===== src/rtl/obstacle_scheduler.sv =====
// Obstacle scheduler: N_SLOTS moving obstacles over N_LANES lanes, with a difficulty ramp,
// an internal frame-based spawn delay and same-lane spacing. OBSTACLE_SCHEDULER_PAUSE_EN adds pause_in.

module obstacle_slot #(
    parameter int POS_W   = 11,
    parameter int LANE_W  = 2,
    parameter int SPAWN_X = 1087
) (
    input  logic              clk,
    input  logic              rst_n,
    input  logic              clr,
    input  logic              spawn,
    input  logic              move,
    input  logic [LANE_W-1:0] new_lane,
    input  logic [1:0]        new_sprite,
    input  logic [2:0]        speed,
    output logic              active,
    output logic [LANE_W-1:0] lane,
    output logic [POS_W-1:0]  pos,
    output logic [1:0]        sprite
);
    always_ff @(posedge clk or negedge rst_n) begin
        if (!rst_n) begin
            active <= 1'b0;
            pos    <= POS_W'(SPAWN_X);
            lane   <= '0;
            sprite <= '0;
        end else if (clr) begin
            active <= 1'b0;
            pos    <= POS_W'(SPAWN_X);
            lane   <= '0;
            sprite <= '0;
        end else if (spawn) begin
            // spawn wins over motion: a fresh obstacle holds SPAWN_X for its first edge
            active <= 1'b1;
            pos    <= POS_W'(SPAWN_X);
            lane   <= new_lane;
            sprite <= new_sprite;
        end else if (move && active) begin
            if (pos <= POS_W'(speed)) begin
                active <= 1'b0;
                pos    <= POS_W'(SPAWN_X);
            end else begin
                pos <= pos - POS_W'(speed);
            end
        end
    end
endmodule

module obstacle_scheduler #(
    parameter int N_SLOTS      = 10,
    parameter int N_LANES      = 3,
    parameter int POS_W        = 11,
    parameter int SPAWN_X      = 1087,
    parameter int LEVEL_PERIOD = 30,
    parameter int SPEED_BASE   = 1,
    parameter int SPEED_MAX    = 7,
    parameter int MIN_GAP      = 128,
    parameter int DELAY_SHIFT  = 2
) (
    input  logic                                                       clk_in,
    input  logic                                                       rst_n_in,
`ifdef OBSTACLE_SCHEDULER_PAUSE_EN
    input  logic                                                       pause_in,
`endif
    input  logic                                                       game_reset_in,
    input  logic                                                       frame_in,
    input  logic [11:0]                                                time_alive_in,
    input  logic [3:0]                                                 rand_delay_in,
    input  logic [1:0]                                                 rand_lane_in,
    input  logic [1:0]                                                 rand_sprite_in,
    output logic [N_SLOTS-1:0]                                         obs_active_out,
    output logic [N_SLOTS*((N_LANES <= 2) ? 1 : $clog2(N_LANES))-1:0]  obs_lane_out,
    output logic [N_SLOTS*POS_W-1:0]                                   obs_pos_out,
    output logic [N_SLOTS*2-1:0]                                       obs_sprite_out,
    output logic [3:0]                                                 active_count_out,
    output logic [2:0]                                                 speed_out,
    output logic                                                       spawn_pulse_out
);
    localparam int LANE_W = (N_LANES <= 2) ? 1 : $clog2(N_LANES);
    localparam int DLY_W  = 4 + DELAY_SHIFT;
    localparam logic [POS_W-1:0] GAP_EDGE = POS_W'(SPAWN_X - MIN_GAP);

    typedef enum logic [1:0] {IDLE, WAIT, SPAWN} state_t;

    state_t                          state;
    logic [DLY_W-1:0]                delay;
    logic                            spawn_pulse;
    logic [3:0]                      level;
    logic [2:0]                      speed;

    logic                            pause;
    logic                            frame;
    logic [N_SLOTS-1:0]              active;
    logic [N_SLOTS-1:0][LANE_W-1:0]  lane;
    logic [N_SLOTS-1:0][POS_W-1:0]   pos;
    logic [N_SLOTS-1:0][1:0]         sprite;

    logic [3:0]                      active_count;
    logic [N_LANES-1:0]              blocked;
    logic [LANE_W-1:0]               base_lane;
    logic [LANE_W-1:0]               pick_lane;
    logic                            lane_ok;
    int                              cand;
    logic [N_SLOTS-1:0]              free_oh;
    logic                            slot_ok;
    logic                            spawn_go;
    logic [N_SLOTS-1:0]              spawn_oh;

    logic [11:0]                     lvl_raw;
    logic [3:0]                      lvl_next;
    logic [4:0]                      spd_sum;
    logic [2:0]                      spd_next;

`ifdef OBSTACLE_SCHEDULER_PAUSE_EN
    assign pause = pause_in;
`else
    assign pause = 1'b0;
`endif
    assign frame = frame_in & ~pause;

    assign lvl_raw  = time_alive_in / 12'(LEVEL_PERIOD);
    assign lvl_next = (lvl_raw > 12'(N_SLOTS)) ? 4'(N_SLOTS) : lvl_raw[3:0];
    assign spd_sum  = 5'(SPEED_BASE) + {1'b0, lvl_next};
    assign spd_next = (spd_sum > 5'(SPEED_MAX)) ? 3'(SPEED_MAX) : spd_sum[2:0];

    always_comb begin
        active_count = '0;
        for (int i = 0; i < N_SLOTS; i++)
            active_count = active_count + 4'(active[i]);
    end

    // a lane is blocked while any of its obstacles is still within MIN_GAP of the spawn edge
    always_comb begin
        blocked = '0;
        for (int i = 0; i < N_SLOTS; i++)
            for (int l = 0; l < N_LANES; l++)
                if (active[i] && pos[i] > GAP_EDGE && lane[i] == LANE_W'(l))
                    blocked[l] = 1'b1;
    end

    assign base_lane = ({1'b0, rand_lane_in} >= 3'(N_LANES)) ? LANE_W'(N_LANES / 2)
                                                             : LANE_W'(rand_lane_in);

    // walk the rotation backwards so the lane nearest base_lane is the last (winning) write
    always_comb begin
        lane_ok   = 1'b0;
        pick_lane = '0;
        cand      = 0;
        for (int k = N_LANES - 1; k >= 0; k--) begin
            cand = (int'(base_lane) + k) % N_LANES;
            if (!blocked[cand]) begin
                lane_ok   = 1'b1;
                pick_lane = LANE_W'(cand);
            end
        end
    end

    always_comb begin
        slot_ok = 1'b0;
        free_oh = '0;
        for (int i = N_SLOTS - 1; i >= 0; i--)
            if (!active[i]) begin
                slot_ok    = 1'b1;
                free_oh    = '0;
                free_oh[i] = 1'b1;
            end
    end

    assign spawn_go = (state == SPAWN) && !pause && (active_count < level) && lane_ok && slot_ok;
    assign spawn_oh = spawn_go ? free_oh : '0;

    always_ff @(posedge clk_in or negedge rst_n_in) begin
        if (!rst_n_in) begin
            state       <= IDLE;
            delay       <= '0;
            spawn_pulse <= 1'b0;
            level       <= '0;
            speed       <= 3'(SPEED_BASE);
        end else if (game_reset_in) begin
            state       <= IDLE;
            delay       <= '0;
            spawn_pulse <= 1'b0;
            level       <= '0;
            speed       <= 3'(SPEED_BASE);
        end else begin
            spawn_pulse <= 1'b0;
            if (!pause) begin
                level <= lvl_next;
                speed <= spd_next;
                case (state)
                    IDLE: begin
                        if (active_count < level) begin
                            delay <= DLY_W'(rand_delay_in) << DELAY_SHIFT;
                            state <= WAIT;
                        end
                    end
                    WAIT: begin
                        if (delay == '0)
                            state <= SPAWN;
                        else if (frame)
                            delay <= delay - DLY_W'(1);
                    end
                    SPAWN: begin
                        if (active_count >= level) begin
                            state <= IDLE;
                        end else if (spawn_go) begin
                            spawn_pulse <= 1'b1;
                            state       <= IDLE;
                        end
                    end
                    default: state <= IDLE;
                endcase
            end
        end
    end

    for (genvar i = 0; i < N_SLOTS; i++) begin : g_slot
        obstacle_slot #(
            .POS_W   (POS_W),
            .LANE_W  (LANE_W),
            .SPAWN_X (SPAWN_X)
        ) u_slot (
            .clk        (clk_in),
            .rst_n      (rst_n_in),
            .clr        (game_reset_in),
            .spawn      (spawn_oh[i]),
            .move       (frame),
            .new_lane   (pick_lane),
            .new_sprite (rand_sprite_in),
            .speed      (speed),
            .active     (active[i]),
            .lane       (lane[i]),
            .pos        (pos[i]),
            .sprite     (sprite[i])
        );
    end

    assign obs_active_out   = active;
    assign obs_lane_out     = lane;
    assign obs_pos_out      = pos;
    assign obs_sprite_out   = sprite;
    assign active_count_out = active_count;
    assign speed_out        = speed;
    assign spawn_pulse_out  = spawn_pulse;
endmodule


===== config.mk =====
export PLATFORM = sky130hd
export DESIGN_NAME = obstacle_scheduler
export DESIGN_NICKNAME = d
export VERILOG_FILES = /design/src/rtl/obstacle_scheduler.sv
export SDC_FILE = /design/constraint.sdc
export NUM_CORES = 1
export LEC_CHECK = 0
export CAP_MARGIN = 15
export CORE_ASPECT_RATIO = 1.25
export CORE_MARGIN = 2
export CORE_UTILIZATION = 28
export DETAILED_ROUTE_END_ITERATION = 6
export DONT_BUFFER_PORTS = 1
export PLACE_DENSITY_LB_ADDON = 0.3
export SYNTH_ARGS = -nofsm -noshare
export SYNTH_HDL_FRONTEND = slang
export SYNTH_HIERARCHICAL = 1
export SYNTH_SLANG_ARGS = --single-unit

===== constraint.sdc =====
create_clock -name clk_in -period 12.3 [get_ports clk_in]
set_input_delay 0 -clock clk_in [delete_from_list [all_inputs] [get_ports clk_in]]
set_output_delay 0 -clock clk_in [all_outputs]
set_load 0.01 [all_outputs]

==> summary.txt <==
Timing
  • Max-slew violations: 0
  • Least-Margin Pin Slew: 1.27 ns
  • Fmax: roughly 150 MHz
  • Final setup viols: 0
  • Final Skew: ~0.014 ns
  • Worst hold slack: 0.0366 ns
  • Worst slew margin: ~16%
  • RSZ-0062 raised after global routing: no
  • Min Tclk post-route: between 6 and 7 ns
  • Setup TNS: 0 ns
  • Tcrit/Tclk final: between 50 and 60%
  • Final hold vios: 0

Worst setup path
  • Max stage delay on crit path: between 0.6 and 0.7 ns
  • Crit. Startpoint: g_slot[0].u_slot/active
  • CP max FO: 10
  • Most Frequent Cell on Critical Path: fa_1
  • Max stage delay cell, worst path: dfrtp_1
  • CP bufs+invs: 3
  • Crit-path leading delay family: adder cells
  • Worst EP arrival: around 6.9 ns
  • Critical path class: flip-flop to flip-flop
  • Critical path cell sequence: inv_1, fa_1, fa_1, fa_1, inv_1, ha_1, fa_1, xor2_1, ha_1, o21ai_0, nand2b_1, a211o_1, nor2_1, o31ai_2, buf_4, nor3_2, a211o_1, nand2_2, o311ai_2
  • Reg2reg start: g_slot[0].u_slot/active
  • CP Capture Type: flip-flop
  • Worst endpoint required time: 12.66 ns
  • CP startpoint kind: flip-flop

Die
  • Initial Util: 28.2%
  • Core area: approximately 0.044 mm^2
  • Die H: 239 um
  • Die Area: 0.0458 mm^2
  • Top-level I/O count: 192
  • Row count: 86
  • Die Wd: about 190 um

Drt
  • DRT Wirelength: 36600 um
  • Vias per cell: between 5 and 6
  • Drt pass-1 iters: 5
  • Post-route DRC: 0
  • Vias: between 10k and 15k
  • Final ANT Viol Nets: 0
  • 1st-iter DRT viols: between 500 and 600
  • WL/cell: around 19 um

Synth
  • Synth Instances: between 1k and 1.5k
  • Synth Area in Compound Gates: 21.6%
  • Async SR Flop Fraction: between 90% and 100%
  • Synth Area in Adders: just under 7%
  • Number of synthesized flops with an enable pin: 0
  • Register bit count reported by yosys: between 150 and 200
  • Syn nets: approximately 1.4k
  • Share of the synthesized area in the top cell type: roughly a fifth
  • Post-synthesis cell type count: 88
  • Post-synthesis mux area share: 4.39%
  • Largest cells by area after synthesis: dfrtp_1, dfstp_2, nor2_1, ha_1, mux2i_1
  • Cell taking the most area after synthesis: dfrtp_1
  • Largest family of logic cells by synthesized area: simple AND/OR/NAND/NOR gates
  • Simple-gate area share of the yosys netlist: 23.8%
  • Main flop type after synthesis: dfrtp_1
  • XOR/XNOR Fraction of Synth Area: ~1.1%
  • Synthesis Warnings: 6
  • Seq/Total Area, Yosys: 36.4%
  • Avg Cell Area, Syn: about 9.4 um^2
  • Post-Syn Area: 0.0124 mm^2

Power
  • Net Switching: a little over 700 uW
  • Maximum vdd drop: 0.0974 mV
  • Pwr/cell area: approximately 140 mW/mm^2
  • Sw Share: a little over a third
  • Clock share of power: between 20% and 30%
  • Combinational fraction of design power: 26.3%
  • Seq pwr share: 44.0%
  • Pint: around 1200 uW
  • Leakage: 0.00538 uW

Clock tree
  • Quantity of hold-fixing buffers added after cts: 24
  • Clk root buf: clkbuf_16
  • Clock Tree Buf Depth: 2
  • H-Tree Depth: 4
  • CTS clk-pin slew, worst paths: about 0.07 ns
  • Quantity of gates resized following cts: 0
  • Setup Buffers After CTS: 0
  • Clock latency on the worst-skew pair: 0.45 ns
  • CTS Sinks: roughly 180
  • TritonCTS buffer count: 17
  • CTS tree: built

GRT
  • Initial antenna violation count: 0
  • Total gr overflow: 0
  • GRT Total Usage: 15.9%
  • First-pass GRT wire length: 56200 um
  • Vias in the first global route: roughly 9.5k
  • Largest net degree at the start of global routing: about 180

Finish
  • Antenna diodes: 0
  • Commonest cells after routing, fill and taps aside: nor2_1, inv_1, dfrtp_1
  • Cell Count, Final, Fillers Out: 1906
  • Fin nets: around 1.4k
  • Share of cells above drive strength 1: a little under a fifth
  • Area delta synth->final: 11.4%
  • Most common cell after layout, fill and taps aside: nor2_1

Status
  • Status: complete, no violations

Hold path
  • Hold Path Class: input pin to flip-flop
  • Hold wc startpoint: time_alive_in[2]

Place
  • DP HPWL: 26000 um
  • Dpl cells: 1850
  • Port bufs: 0
  • Routability cong.: roughly 0.84

Run
  • Number of max-cap violations: 0
[power groups by stage]
stage	logic, uW	clock network (uW)	registers, uW
6_report	515	582	863
5_1_grt	582	625	882
4_1_cts	520	605	865
3_5_place_dp	484	0	875
3_3_place_gp	473	0	874
2_1_floorplan	421	0	822
[worst register-to-register path: stages, from the launching register on]
cell	delay, ns
dfrtp_1	0.66
inv_1	0.19
fa_1	0.59
fa_1	0.44
fa_1	0.51
inv_1	0.05
ha_1	0.20
fa_1	0.38
xor2_1	0.51
ha_1	0.36
o21ai_0	0.08
nand2b_1	0.09
a211o_1	0.36
nor2_1	0.23
o31ai_2	0.13
buf_4	0.21
nor3_2	0.61
a211o_1	0.41
nand2_2	0.16
o311ai_2	0.27
[path summary, 6_finish.rpt]
path,to,slack (ns),cells past startpoint
max,g_slot[7].u_slot/pos[8],5.77,19
min,speed_out[1],0.04,4
max reg2reg,g_slot[7].u_slot/pos[8],5.77,19
min reg2reg,g_slot[9].u_slot/pos[0],0.54,2
max in group asynchronous,speed_out[1],11.06,2
min in group asynchronous,g_slot[5].u_slot/pos[6],0.09,2
[flip-flops by register name (all words and copies together) (netlist names)]
| register | cells |
|---|---|
| g_slot.u_slot/pos | 110 |
| g_slot.u_slot/lane | 20 |
| g_slot.u_slot/sprite | 20 |
| g_slot.u_slot/active | 10 |
| delay | 6 |
| level | 4 |
| speed_out | 3 |
| state | 2 |
| spawn_pulse_out | 1 |
[per-stage QoR]
step / util (%) / setup WS (ns) / instance area (um^2) / total power [uW]
after floorplan: - / 6.74 / 12400 / 1240
after global placement: 29.4 / 5.72 / 12900 / 1350
after detailed placement: 29.4 / 5.72 / 12900 / 1360
after CTS: 31.4 / 5.68 / 13800 / 1990
after global routing: 31.4 / 5.34 / 13800 / 2090
final: 31.4 / 5.77 / 13800 / 1960
[synth_stat cells, types with 11 or more instances]
cell and number:
nand3b_1 11, a22o_1 12, nand2_1 86, nor2b_1 16, dfstp_2 71, buf_6 11
buf_1 11, mux2i_1 43, nor3_1 30, a21oi_1 85, buf_2 22, a211oi_2 11
or4_4 21, o211a_1 13, ha_1 40, o21ai_1 12, a211o_1 12, nand2b_1 27
inv_1 114, nor2_1 151, dfrtp_1 105, nand4_1 25, a31oi_1 35, nand3_1 49
o22a_1 30, fa_1 16, xor2_1 12, a21o_1 15, nor4_1 21
[cell families after synthesis]
| family | Yosys count |
|---|---|
| buf+inv | 165 |
| fa+ha+maj | 57 |
| mux | 53 |
| simple gates | 519 |
| flops | 176 |
| xor+xnor | 16 |
| compound gates | 333 |
[routing by layer]
| layer | GRT usage, % | share of wire (%) | up-vias | wire length, um |
|---|---|---|---|---|
| li1 | - | - | 4824 | - |
| met3 | 4.89 | 7.6 | 44 | 2780 |
| met4 | 7.02 | 3.2 | 0 | 1180 |
| met1 | 18.6 | 40 | 4965 | 14800 |
| met2 | 26.7 | 49 | 228 | 17800 |
| met5 | 0 | 0 | - | 0 |
[final cells by class]
class | instances | area (um^2)
Timing Repair Buffer | 34 | 360
Tap cell | 572 | 716
Sequential cell | 176 | 4490
Multi-Input combinational cell | 978 | 7160
Fill cell | 4486 | 30000
Inverter | 114 | 428
Clock buffer | 18 | 439
Clock inverter | 14 | 175
Note: power is estimated with default switching activity, not from simulation.
